### config.mk
export PLATFORM = sky130hd
export DESIGN_NAME = sa_row_ctrl
export DESIGN_NICKNAME = d
export VERILOG_FILES = /design/src/rtl/sa_row_ctrl.sv
export SDC_FILE = /design/constraint.sdc
export NUM_CORES = 1
export LEC_CHECK = 0
export BUFFER_PORTS_ARGS = -buffer_cell sky130_fd_sc_hd__buf_4
export CAP_MARGIN = 20
export CORE_UTILIZATION = 50
export DETAILED_ROUTE_END_ITERATION = 8
export GPL_TIMING_DRIVEN = 0
export PLACE_DENSITY = 0.82
export SLEW_MARGIN = 10
export SYNTH_ARGS = -nofsm -noshare
export SYNTH_HDL_FRONTEND = slang
export SYNTH_SLANG_ARGS = --single-unit
### constraint.sdc
create_clock -name clk -period 2.9 [get_ports clk]
set_input_delay 0.145 -clock clk [delete_from_list [all_inputs] [get_ports clk]]
set_output_delay 0.145 -clock clk [all_outputs]
set_load 0.02 [all_outputs]
### src/rtl/sa_row_ctrl.sv
// Row controller for one systolic-array PE row: weight load, input skew, valid-token tracking.
// Optional stall counter output enabled by defining SA_ROW_CTRL_STALL_CNT_EN.
module sa_row_ctrl #(
  parameter int DATA_BW        = 8,
  parameter int WEIGHT_BW      = 8,
  parameter int MATRIX_SIZE    = 8,
  parameter int PARTIAL_SUM_BW = 19
) (
  input  logic                             clk,
  input  logic                             rstn,
  input  logic                             start,
  input  logic [7:0]                       num_vec,
  input  logic [MATRIX_SIZE*WEIGHT_BW-1:0] w_data,
  input  logic                             in_valid,
  input  logic [MATRIX_SIZE*DATA_BW-1:0]   in_data,
  output logic                             in_ready,
  output logic                             we_rl,
  output logic [MATRIX_SIZE*WEIGHT_BW-1:0] WEIGHTS,
  output logic [MATRIX_SIZE*DATA_BW-1:0]   DIN,
  output logic                             res_valid,
  output logic                             busy,
`ifdef SA_ROW_CTRL_STALL_CNT_EN
  output logic [15:0]                      stall_cnt,
`endif
  output logic                             done
);

  typedef enum logic [2:0] {IDLE, LOAD_W, STREAM, DRAIN, DONE} state_t;

  state_t               state;
  logic [7:0]           num_vec_q;
  logic [7:0]           acc_cnt;
  logic [7:0]           res_cnt;
  logic [MATRIX_SIZE:0] token_q;
  logic                 accept;

  // The row result must be able to hold at least one full product.
  if (PARTIAL_SUM_BW < DATA_BW + WEIGHT_BW) begin : g_bad_width
    $error("sa_row_ctrl: PARTIAL_SUM_BW narrower than one product");
  end

  assign accept = in_valid && in_ready;

  // NOTE: all state is updated with non-blocking assignments so every flop samples pre-edge values.
  always_ff @(posedge clk or negedge rstn) begin
    if (!rstn) begin
      state     <= IDLE;
      we_rl     <= 1'b0;
      in_ready  <= 1'b0;
      busy      <= 1'b0;
      done      <= 1'b0;
      num_vec_q <= '0;
      acc_cnt   <= '0;
      res_cnt   <= '0;
      WEIGHTS   <= '0;
    end else begin
      we_rl <= 1'b0;
      done  <= 1'b0;
      if (res_valid) res_cnt <= res_cnt + 8'd1;
      case (state)
        IDLE: begin
          if (start) begin
            state     <= LOAD_W;
            num_vec_q <= num_vec;
            WEIGHTS   <= w_data;
            acc_cnt   <= '0;
            res_cnt   <= '0;
            we_rl     <= 1'b1;
            busy      <= 1'b1;
          end
        end
        LOAD_W: begin
          if (num_vec_q == 8'd0) begin
            state <= DONE;
            done  <= 1'b1;
          end else begin
            state    <= STREAM;
            in_ready <= 1'b1;
          end
        end
        STREAM: begin
          if (accept) begin
            acc_cnt <= acc_cnt + 8'd1;
            if (acc_cnt + 8'd1 == num_vec_q) begin
              state    <= DRAIN;
              in_ready <= 1'b0;
            end
          end
        end
        DRAIN: begin
          if (res_valid && (res_cnt + 8'd1 == num_vec_q)) begin
            state <= DONE;
            done  <= 1'b1;
          end
        end
        DONE: begin
          state <= IDLE;
          busy  <= 1'b0;
        end
        default: state <= IDLE;
      endcase
    end
  end

  // Lane i is delayed by i+1 registers; idle cycles inject zeros that travel as bubbles.
  for (genvar i = 0; i < MATRIX_SIZE; i++) begin : g_lane
    logic [DATA_BW-1:0] sr_q [i+1];

    // NOTE: the skew array is reset explicitly so DIN reads zero in every empty slot right after reset.
    always_ff @(posedge clk or negedge rstn) begin
      if (!rstn) begin
        for (int k = 0; k <= i; k++) sr_q[k] <= '0;
      end else begin
        sr_q[0] <= accept ? in_data[(MATRIX_SIZE-1-i)*DATA_BW +: DATA_BW] : '0;
        for (int k = 1; k <= i; k++) sr_q[k] <= sr_q[k-1];
      end
    end

    assign DIN[(MATRIX_SIZE-1-i)*DATA_BW +: DATA_BW] = sr_q[i];
  end

  // One token stage per PE plus the input stage; the last stage is the row result strobe.
  always_ff @(posedge clk or negedge rstn) begin
    if (!rstn) token_q <= '0;
    else       token_q <= {token_q[MATRIX_SIZE-1:0], accept};
  end

  assign res_valid = token_q[MATRIX_SIZE];

`ifdef SA_ROW_CTRL_STALL_CNT_EN
  always_ff @(posedge clk or negedge rstn) begin
    if (!rstn) begin
      stall_cnt <= '0;
    end else if (state == IDLE && start) begin
      stall_cnt <= '0;
    end else if (state == STREAM && !in_valid && stall_cnt != 16'hFFFF) begin
      stall_cnt <= stall_cnt + 16'd1;
    end
  end
`endif

endmodule

==> results of run 1 <==
-- routing by layer --
layer / track usage / wire [um]
met4: 0.0844 / 818
met5: 0 / 0
met2: 0.415 / 15300
met3: 0.0367 / 996
met1: 0.252 / 9960
-- worst min path at each step --
stage                     cells after the start                      endpoint  slack [ns]                          from
after global routing                          0             DIN[12]$_DFF_PN0_        0.34  g_lane[6].sr_q[12]$_DFF_PN0_
after detailed placement                      1             DIN[40]$_DFF_PN0_        0.28                          rstn
after CTS                                     2             DIN[40]$_DFF_PN0_        0.34                          rstn
after global placement                        0             DIN[46]$_DFF_PN0_        0.33  g_lane[2].sr_q[14]$_DFF_PN0_
final                                         2  g_lane[2].sr_q[20]$_DFF_PN0_        0.31                          rstn
after floorplan                               0              DIN[0]$_DFF_PN0_       -0.15                          rstn
-- worst max-delay path, delay by kind of cell (launching register included) --
| family | cells | cell delay, ns |
|---|---|---|
| buffers and inverters | 3 | 1.04 |
| DFF | 1 | 0.35 |
| muxes | 1 | 0.39 |
| and+or+nand+nor | 2 | 0.36 |
-- cell families after synthesis --
family / after synthesis
flip-flops: 392
AND/OR/NAND/NOR: 125
buffers and inverters: 87
multiplexers: 74
AO/OA/AOI/OAI: 32
XOR/XNOR: 28
adder cells (fa/ha/maj): 2
-- power breakdown --
part	internal [mW]	switching, mW	total (mW)
clock	2.95	2.02	4.97
sequential	6.53	0.626	7.15
combinational	1.84	1.86	3.70
total	11.3	4.50	15.8
-- sequential cells by signal, summed over array words and instances, names as in the netlist --
name         count
DIN             56
WEIGHTS         64
acc_cnt          8
busy             1
done             1
g_lane.sr_q    232
in_ready         1
num_vec_q        8
res_cnt          8
state            3
token_q          9
we_rl            1
-- area by class of cell --
class	instances	area (um2)
buffer	83	532
fill	1470	6680
clock buffer	57	1190
antenna	1	2.50
tap	324	405
clock inverter	12	104
timing repair buffer	414	3520
inverter	4	15.0
sequential	392	9810
multi-input combinational	261	2050
-- synthesized netlist by cell type (2+ instances only) --
| master | number |
|---|---|
| sky130_fd_sc_hd__xor2_1 | 11 |
| sky130_fd_sc_hd__buf_4 | 56 |
| sky130_fd_sc_hd__buf_2 | 8 |
| sky130_fd_sc_hd__o21ai_0 | 12 |
| sky130_fd_sc_hd__and3_1 | 68 |
| sky130_fd_sc_hd__nand4_1 | 4 |
| sky130_fd_sc_hd__ha_1 | 2 |
| sky130_fd_sc_hd__xnor2_1 | 16 |
| sky130_fd_sc_hd__and4_1 | 2 |
| sky130_fd_sc_hd__and2_1 | 3 |
| sky130_fd_sc_hd__mux2_2 | 73 |
| sky130_fd_sc_hd__nor2_1 | 12 |
| sky130_fd_sc_hd__nor2b_1 | 6 |
| sky130_fd_sc_hd__clkbuf_1 | 19 |
| sky130_fd_sc_hd__o31ai_1 | 4 |
| sky130_fd_sc_hd__a41o_1 | 3 |
| sky130_fd_sc_hd__a21oi_1 | 6 |
| sky130_fd_sc_hd__nand2_1 | 14 |
| sky130_fd_sc_hd__nand3_1 | 7 |
| sky130_fd_sc_hd__inv_1 | 4 |
| sky130_fd_sc_hd__nor4_1 | 2 |
| sky130_fd_sc_hd__dfrtp_1 | 392 |
-- stage by stage --
stage | hold slack (ns) | utilization | cell area [um2] | setup slack [ns] | setup TNS, ns
global placement | 0.331 | 0.611 | 14900 | -1.82 | -701.73
floorplan | -0.151 | - | 12400 | 1.03 | 0
CTS | 0.337 | 0.725 | 17600 | 0.644 | 0
detailed placement | 0.282 | 0.615 | 14900 | 0.645 | 0
global route | 0.342 | 0.725 | 17600 | 0.506 | 0
finish | 0.308 | 0.725 | 17600 | 0.636 | 0
-- layout by cell type (no fill, tap or decap), types with 11 or more instances in the layout --
master,n
sky130_fd_sc_hd__nand2_1,14
sky130_fd_sc_hd__dlygate4sd3_1,139
sky130_fd_sc_hd__clkbuf_1,23
sky130_fd_sc_hd__mux2_2,73
sky130_fd_sc_hd__and3_1,68
sky130_fd_sc_hd__xor2_1,11
sky130_fd_sc_hd__xnor2_1,16
sky130_fd_sc_hd__buf_4,327
sky130_fd_sc_hd__nor2_1,12
sky130_fd_sc_hd__clkbuf_16,40
sky130_fd_sc_hd__dfrtp_1,392
sky130_fd_sc_hd__clkbuf_8,13
sky130_fd_sc_hd__o21ai_0,12
==> results.md, run 1 <==
• outcome: finished, final reports clean
• peak fanout along the critical path: 10
• Die X: 160 um
• worst r2r src: state[0]$_DFFE_PN0P_
• final critical-path required period: 2.26 ns
• layout overhead on the synthesized area: 42.1%
• final setup skew: 0.0173 ns
• number of antenna violations at the first check in global routing: 0
• RePlAce Congestion: 0.802
• synthesized-area fraction occupied by ao, oa, aoi and oai cells: 0.0171
• area share of the leading cell type in the synthesized netlist: 0.790
• count of unique library cells instantiated by Yosys: 38
• Slew @ Worst Pin: 0.813 ns
• setup slack of the worst register-to-register path: 0.64 ns
• Gates resized, CTS repair: 0
• main area contributors after synthesis: sky130_fd_sc_hd__dfrtp_1, sky130_fd_sc_hd__mux2_2, sky130_fd_sc_hd__and3_1
• clock tree from TritonCTS: built
• Final Power: 15.8 mW
• detailed-route wire length: 27000 um
• hold crit path type: in -> async
• setup repair after global routing missed its margin: no
• pin count of the biggest net entering global routing: 113
• Num CTS Buffers: 39
• number of buffers inserted by post-CTS setup repair: 0
• clk sink count: 392
• number of warning messages in the yosys log: 0
• worst-case reg-to-reg path depth: 6
• fraction of final layout cells sized beyond drive strength 1: 0.393
• first-pass GRT wire length: 43500 um
• die outline height: 160 um
• # hold bufs at CTS: 139
• die outline area: 25500 um2
• sequential-to-total area share from yosys stat: 0.790
• slowest cell delay on critical path: 0.44 ns
• total number of nets in the final design: 1337
• clock latency on the worst-skew pair: 0.51 ns
• number of DRC markers after the initial detailed-route iteration: 449
• critical path startpoint: state[0]$_DFFE_PN0P_
• clock slew at reported path FFs: 0.06 ns
• number of DRC violations after detailed routing: 0
• GR Overflow Total: 0
• share of flip-flops with an asynchronous set or reset after synthesis: 1.00
• H-Tree Depth: 2
• XOR/XNOR share of the synthesized area: 0.0209
• CTS max path bufs: 3
• Post-Syn Nets: 882
• placed cells: 1339
• adder and majority cell fraction of the synthesized area: 0.00202
• post-route ant nets: 0
• DR vias: 7257
• portion of the clock cycle consumed by the worst path in the final layout: 0.781
• crit path cell chain: clkbuf_1, nor2_1, and3_1, clkbuf_1, buf_2, mux2_2
• highest clock rate: 442 MHz
• vias per cell: 4.69
• area inside the core boundary: 24300 um2
• main combinational cell family by area after synthesis: multiplexers
• Buffers on Ports: 272
• post-synthesis share of cell area spent on and, or, nand and nor gates: 0.0584
• count of state elements after synthesis: 392
• final number of hold-violating endpoints: 0
• data required time of the critical path: 3.28 ns
• post-synthesis instance area: 12400 um2
• Post-Syn Area per Cell: 16.8 um2
• type of the worst setup path: reg -> reg
• # IOs: 273
• Final Max Tran Viols: 0
• post-synthesis mux area share: 0.0670
• final standard cell count with taps included and fillers excluded: 1548
• Max rail drop VDD: 611 uV
• capture instance of the worst register-to-register path: WEIGHTS[37]$_DFFE_PN0P_
• tightest slew margin relative to the limit: 0.458
• Crit path top cell by count: sky130_fd_sc_hd__clkbuf_1
• clock root cell: sky130_fd_sc_hd__clkbuf_16
• capturing element type of the critical path: flop
• leakage power: 8.86 nW
• CP Launch Type: flop
• Row Count: 57
• Data arrival, critical path: 2.65 ns
• hpwl dp: 15000 um
• setup-violating endpoint count in the final report: 0
• capture point of the worst path: WEIGHTS[37]$_DFFE_PN0P_
• Slowest-stage cell, CP: sky130_fd_sc_hd__clkbuf_1
• dominant synthesized flop cell: sky130_fd_sc_hd__dfrtp_1
• All-Layer GR Usage: 0.222
• Starting Density: 0.510
• via count of the first global-routing pass: 8257
• 1st-pass router iterations: 4
• Post-synth EDFFs: 0
• cell taking the most area after synthesis: sky130_fd_sc_hd__dfrtp_1
• maximum capacitance violations: 0
• pwr dens: 897 nW/um2
• Avg WL per Cell: 17.5 um
• synthesized netlist cell count: 740
Power figures use the tool's default switching activity.
==> run 2, diff against run 1 <==
--- a/config.mk
+++ b/config.mk
@@ -7,10 +7,10 @@
 export LEC_CHECK = 0
 export BUFFER_PORTS_ARGS = -buffer_cell sky130_fd_sc_hd__buf_4
 export CAP_MARGIN = 20
-export CORE_UTILIZATION = 50
+export CORE_UTILIZATION = 48
 export DETAILED_ROUTE_END_ITERATION = 8
 export GPL_TIMING_DRIVEN = 0
-export PLACE_DENSITY = 0.82
+export PLACE_DENSITY = 0.83
 export SLEW_MARGIN = 10
 export SYNTH_ARGS = -nofsm -noshare
 export SYNTH_HDL_FRONTEND = slang
==> constraint.sdc (replaced) <==
create_clock -name clk -period 1.85 [get_ports clk]
set_input_delay 0.0925 -clock clk [delete_from_list [all_inputs] [get_ports clk]]
set_output_delay 0.0925 -clock clk [all_outputs]
set_load 0.02 [all_outputs]
==> results.md, run 2 (same netlist as run 1, synthesis figures left out) <==
• outcome: finished, final reports clean
• placed instance area: 15000 um2, about the same
• worst r2r src: res_cnt[0]$_DFF_PN0_
• setup slack of the worst register-to-register path: 0.03 ns, -0.61 ns
• clk sink count: 392, unchanged
• dpl ws: -0.405 ns, -1.05 ns
• worst-case reg-to-reg path depth: 6, unchanged
• number of antenna violations at the first check in global routing: 2, +2
• cell internal power dissipation: 18.3 mW, +62%
• final setup slack of the worst path: 0.0281 ns, -0.608 ns
• pwr dens: 1430 nW/um2, +60%
• Num CTS Buffers: 40, +2.6%
• area taken by flip-flops and latches: 9820 um2, about the same
• largest reg by FF count: g_lane.sr_q
• portion of the clock cycle consumed by the worst path in the final layout: 0.985, +0.204
• final number of hold-violating endpoints: 0, unchanged
• leakage power: 8.95 nW, +0.94%
• vias per cell: 4.74, +1.2%
• pin count of the biggest net entering global routing: 116, +2.7%
• clock slew at reported path FFs: 0.06 ns, about the same
• Data arrival, critical path: 2.27 ns, -0.38 ns
• setup repair after global routing missed its margin: yes
• clock root cell: sky130_fd_sc_hd__clkbuf_16
• power dissipated by switching net loads: 7.35 mW, +63%
• die outline area: 26500 um2, +4.1%
• clock tree from TritonCTS: built
• GR Overflow Total: 0, unchanged
• Final Power: 25.7 mW, +62%
• final critical-path required period: 1.82 ns, -0.442 ns
• total number of nets in the final design: 1349, +0.90%
• hpwl dp: 15800 um, +5.3%
• clock latency on the worst-skew pair: 0.52 ns, about the same
• via count of the first global-routing pass: 8237, -0.24%
• area of all placed cells without fillers: 17900 um2, +1.7%
• data required time of the critical path: 2.30 ns, -0.98 ns
• share of power burned in combinational logic: 0.245, +0.011
• first-pass GRT wire length: 44000 um, +1.2%
• Slew @ Worst Pin: 0.570 ns, -0.243 ns
• CTS max path bufs: 3, unchanged
• max FFs per register: 232, unchanged
• sequential share of power: 0.440, -0.012
• type of the worst setup path: reg -> reg
• Row Count: 58, +1.8%
• H-Tree Depth: 2, unchanged
• post-route ant nets: 0, unchanged
• layout overhead on the synthesized area: 44.5%
• proportion of total power due to net switching: 0.286, +0.00185
• Max rail drop VDD: 981 uV, +60%
• fraction of final layout cells sized beyond drive strength 1: 0.418, +0.0250
• RePlAce Congestion: 0.806, +0.55%
• detailed-route wire length: 28600 um, +5.8%
• CP Launch Type: flop
• Avg WL per Cell: 18.2 um, +4.4%
• # IOs: 273, unchanged
• Final Max Tran Viols: 0, unchanged
• die outline height: 163 um, +2.0%
• maximum capacitance violations: 0, unchanged
• capture instance of the worst register-to-register path: done$_DFF_PN0_
• Fin Hold WS: 0.106 ns, -0.203 ns
• final setup skew: 0.0108 ns, -0.00646 ns
• share of total power in the clock network: 0.315, about the same
• area occupied by multi-input gates: 2190 um2, +6.5%
• hold crit path type: in -> async
• filler cell count in the final layout: 1519, +3.3%
• Buffers on Ports: 272, unchanged
• capturing element type of the critical path: flop
• most common cell after layout, fill and taps aside: sky130_fd_sc_hd__dfrtp_1
• highest clock rate: 549 MHz, +24%
• DR vias: 7439, +2.5%
• area inside the core boundary: 25300 um2, +3.8%
• 1st-pass router iterations: 4, unchanged
• number of DRC violations after detailed routing: 0, unchanged
• tightest slew margin relative to the limit: 0.620, +0.162
• All-Layer GR Usage: 0.220, -0.00179
• most frequent cells in the layout: sky130_fd_sc_hd__dfrtp_1, sky130_fd_sc_hd__buf_4, sky130_fd_sc_hd__dlygate4sd3_1, sky130_fd_sc_hd__mux2_2, sky130_fd_sc_hd__and3_1
• setup-violating endpoint count in the final report: 0, unchanged
• Starting Density: 0.491, -0.0189
• end-of-flow core utilization: 0.710, -0.0153
• peak fanout along the critical path: 5, -5
• number of DRC markers after the initial detailed-route iteration: 372, -17%
• Die X: 163 um, +2.0%
==> run 2: how the worst max path moves through the flow <==
stage | start | end | slack [ns] | cells after the start
floorplan | res_cnt[0]$_DFF_PN0_ | done$_DFF_PN0_ | 0.02 | 7
global route | res_cnt[0]$_DFF_PN0_ | done$_DFF_PN0_ | -0.02 | 6
CTS | res_cnt[1]$_DFF_PN0_ | state[2]$_DFFE_PN0P_ | 0.002 | 6
global placement | rstn | g_lane[7].sr_q[16]$_DFF_PN0_ | -2.78 | 1
finish | res_cnt[0]$_DFF_PN0_ | done$_DFF_PN0_ | 0.03 | 6
detailed placement | state[0]$_DFFE_PN0P_ | WEIGHTS[10]$_DFFE_PN0P_ | -0.40 | 6
==> run 2: worst max-delay path, stage by stage, from the launching register on <==
cell and delay, ns:
sky130_fd_sc_hd__dfrtp_1 0.41, sky130_fd_sc_hd__and3_4 0.24, sky130_fd_sc_hd__and2_4 0.16, sky130_fd_sc_hd__nand4bb_1 0.15, sky130_fd_sc_hd__a2111oi_4 0.37, sky130_fd_sc_hd__and3_4 0.25
sky130_fd_sc_hd__a41o_1 0.17
==> run 2: final cells by class <==
| type | instances | share of cell area |
|---|---|---|
| clock buffer | 58 | 0.0642 |
| antenna | 2 | 0.000279 |
| multi-input combinational | 262 | 0.122 |
| buffer | 80 | 0.0302 |
| inverter | 4 | 0.000837 |
| timing repair buffer | 427 | 0.202 |
| sequential | 392 | 0.547 |
| tap | 330 | 0.0230 |
| clock inverter | 13 | 0.0102 |
==> run 2: what timing repair did <==
action / CTS / global route
pin swaps: 4 / 8
setup buffers: 7 / 6
gates resized for setup: 22 / 20
hold buffers: 139 / 0
gates cloned: 0 / 1
setup endpoints to repair: 93 / 79
hold endpoints to repair: 199 / 0
==> run 2: stage by stage <==
| step | std cells | setup TNS (ns) |
|---|---|---|
| 6_report | 1568 | 0 |
| 5_1_grt | 1567 | -0.0450 |
| 4_1_cts | 1560 | 0 |
| 3_5_place_dp | 1345 | -28.97 |
| 3_3_place_gp | 1342 | -1104.70 |
| 2_1_floorplan | 740 | 0 |
==> run 2: power by group through the flow <==
| stage | sequential (mW) | combinational (mW) | clock, mW |
|---|---|---|---|
| global placement | 11.2 | 5.29 | 0 |
| CTS | 11.2 | 6.01 | 8.24 |
| finish | 11.3 | 6.29 | 8.09 |
| detailed placement | 11.3 | 5.48 | 0 |
| global route | 11.5 | 6.63 | 8.67 |
| floorplan | 12.0 | 2.25 | 0 |
==> run 2: per-layer routing <==
metal / vias up / global-route usage / share of wire
met5: - / 0 / 0.00045
met4: 2 / 0.0888 / 0.036
met3: 77 / 0.0451 / 0.042
met2: 212 / 0.406 / 0.57
met1: 3797 / 0.246 / 0.35
li1: 3351 / - / -
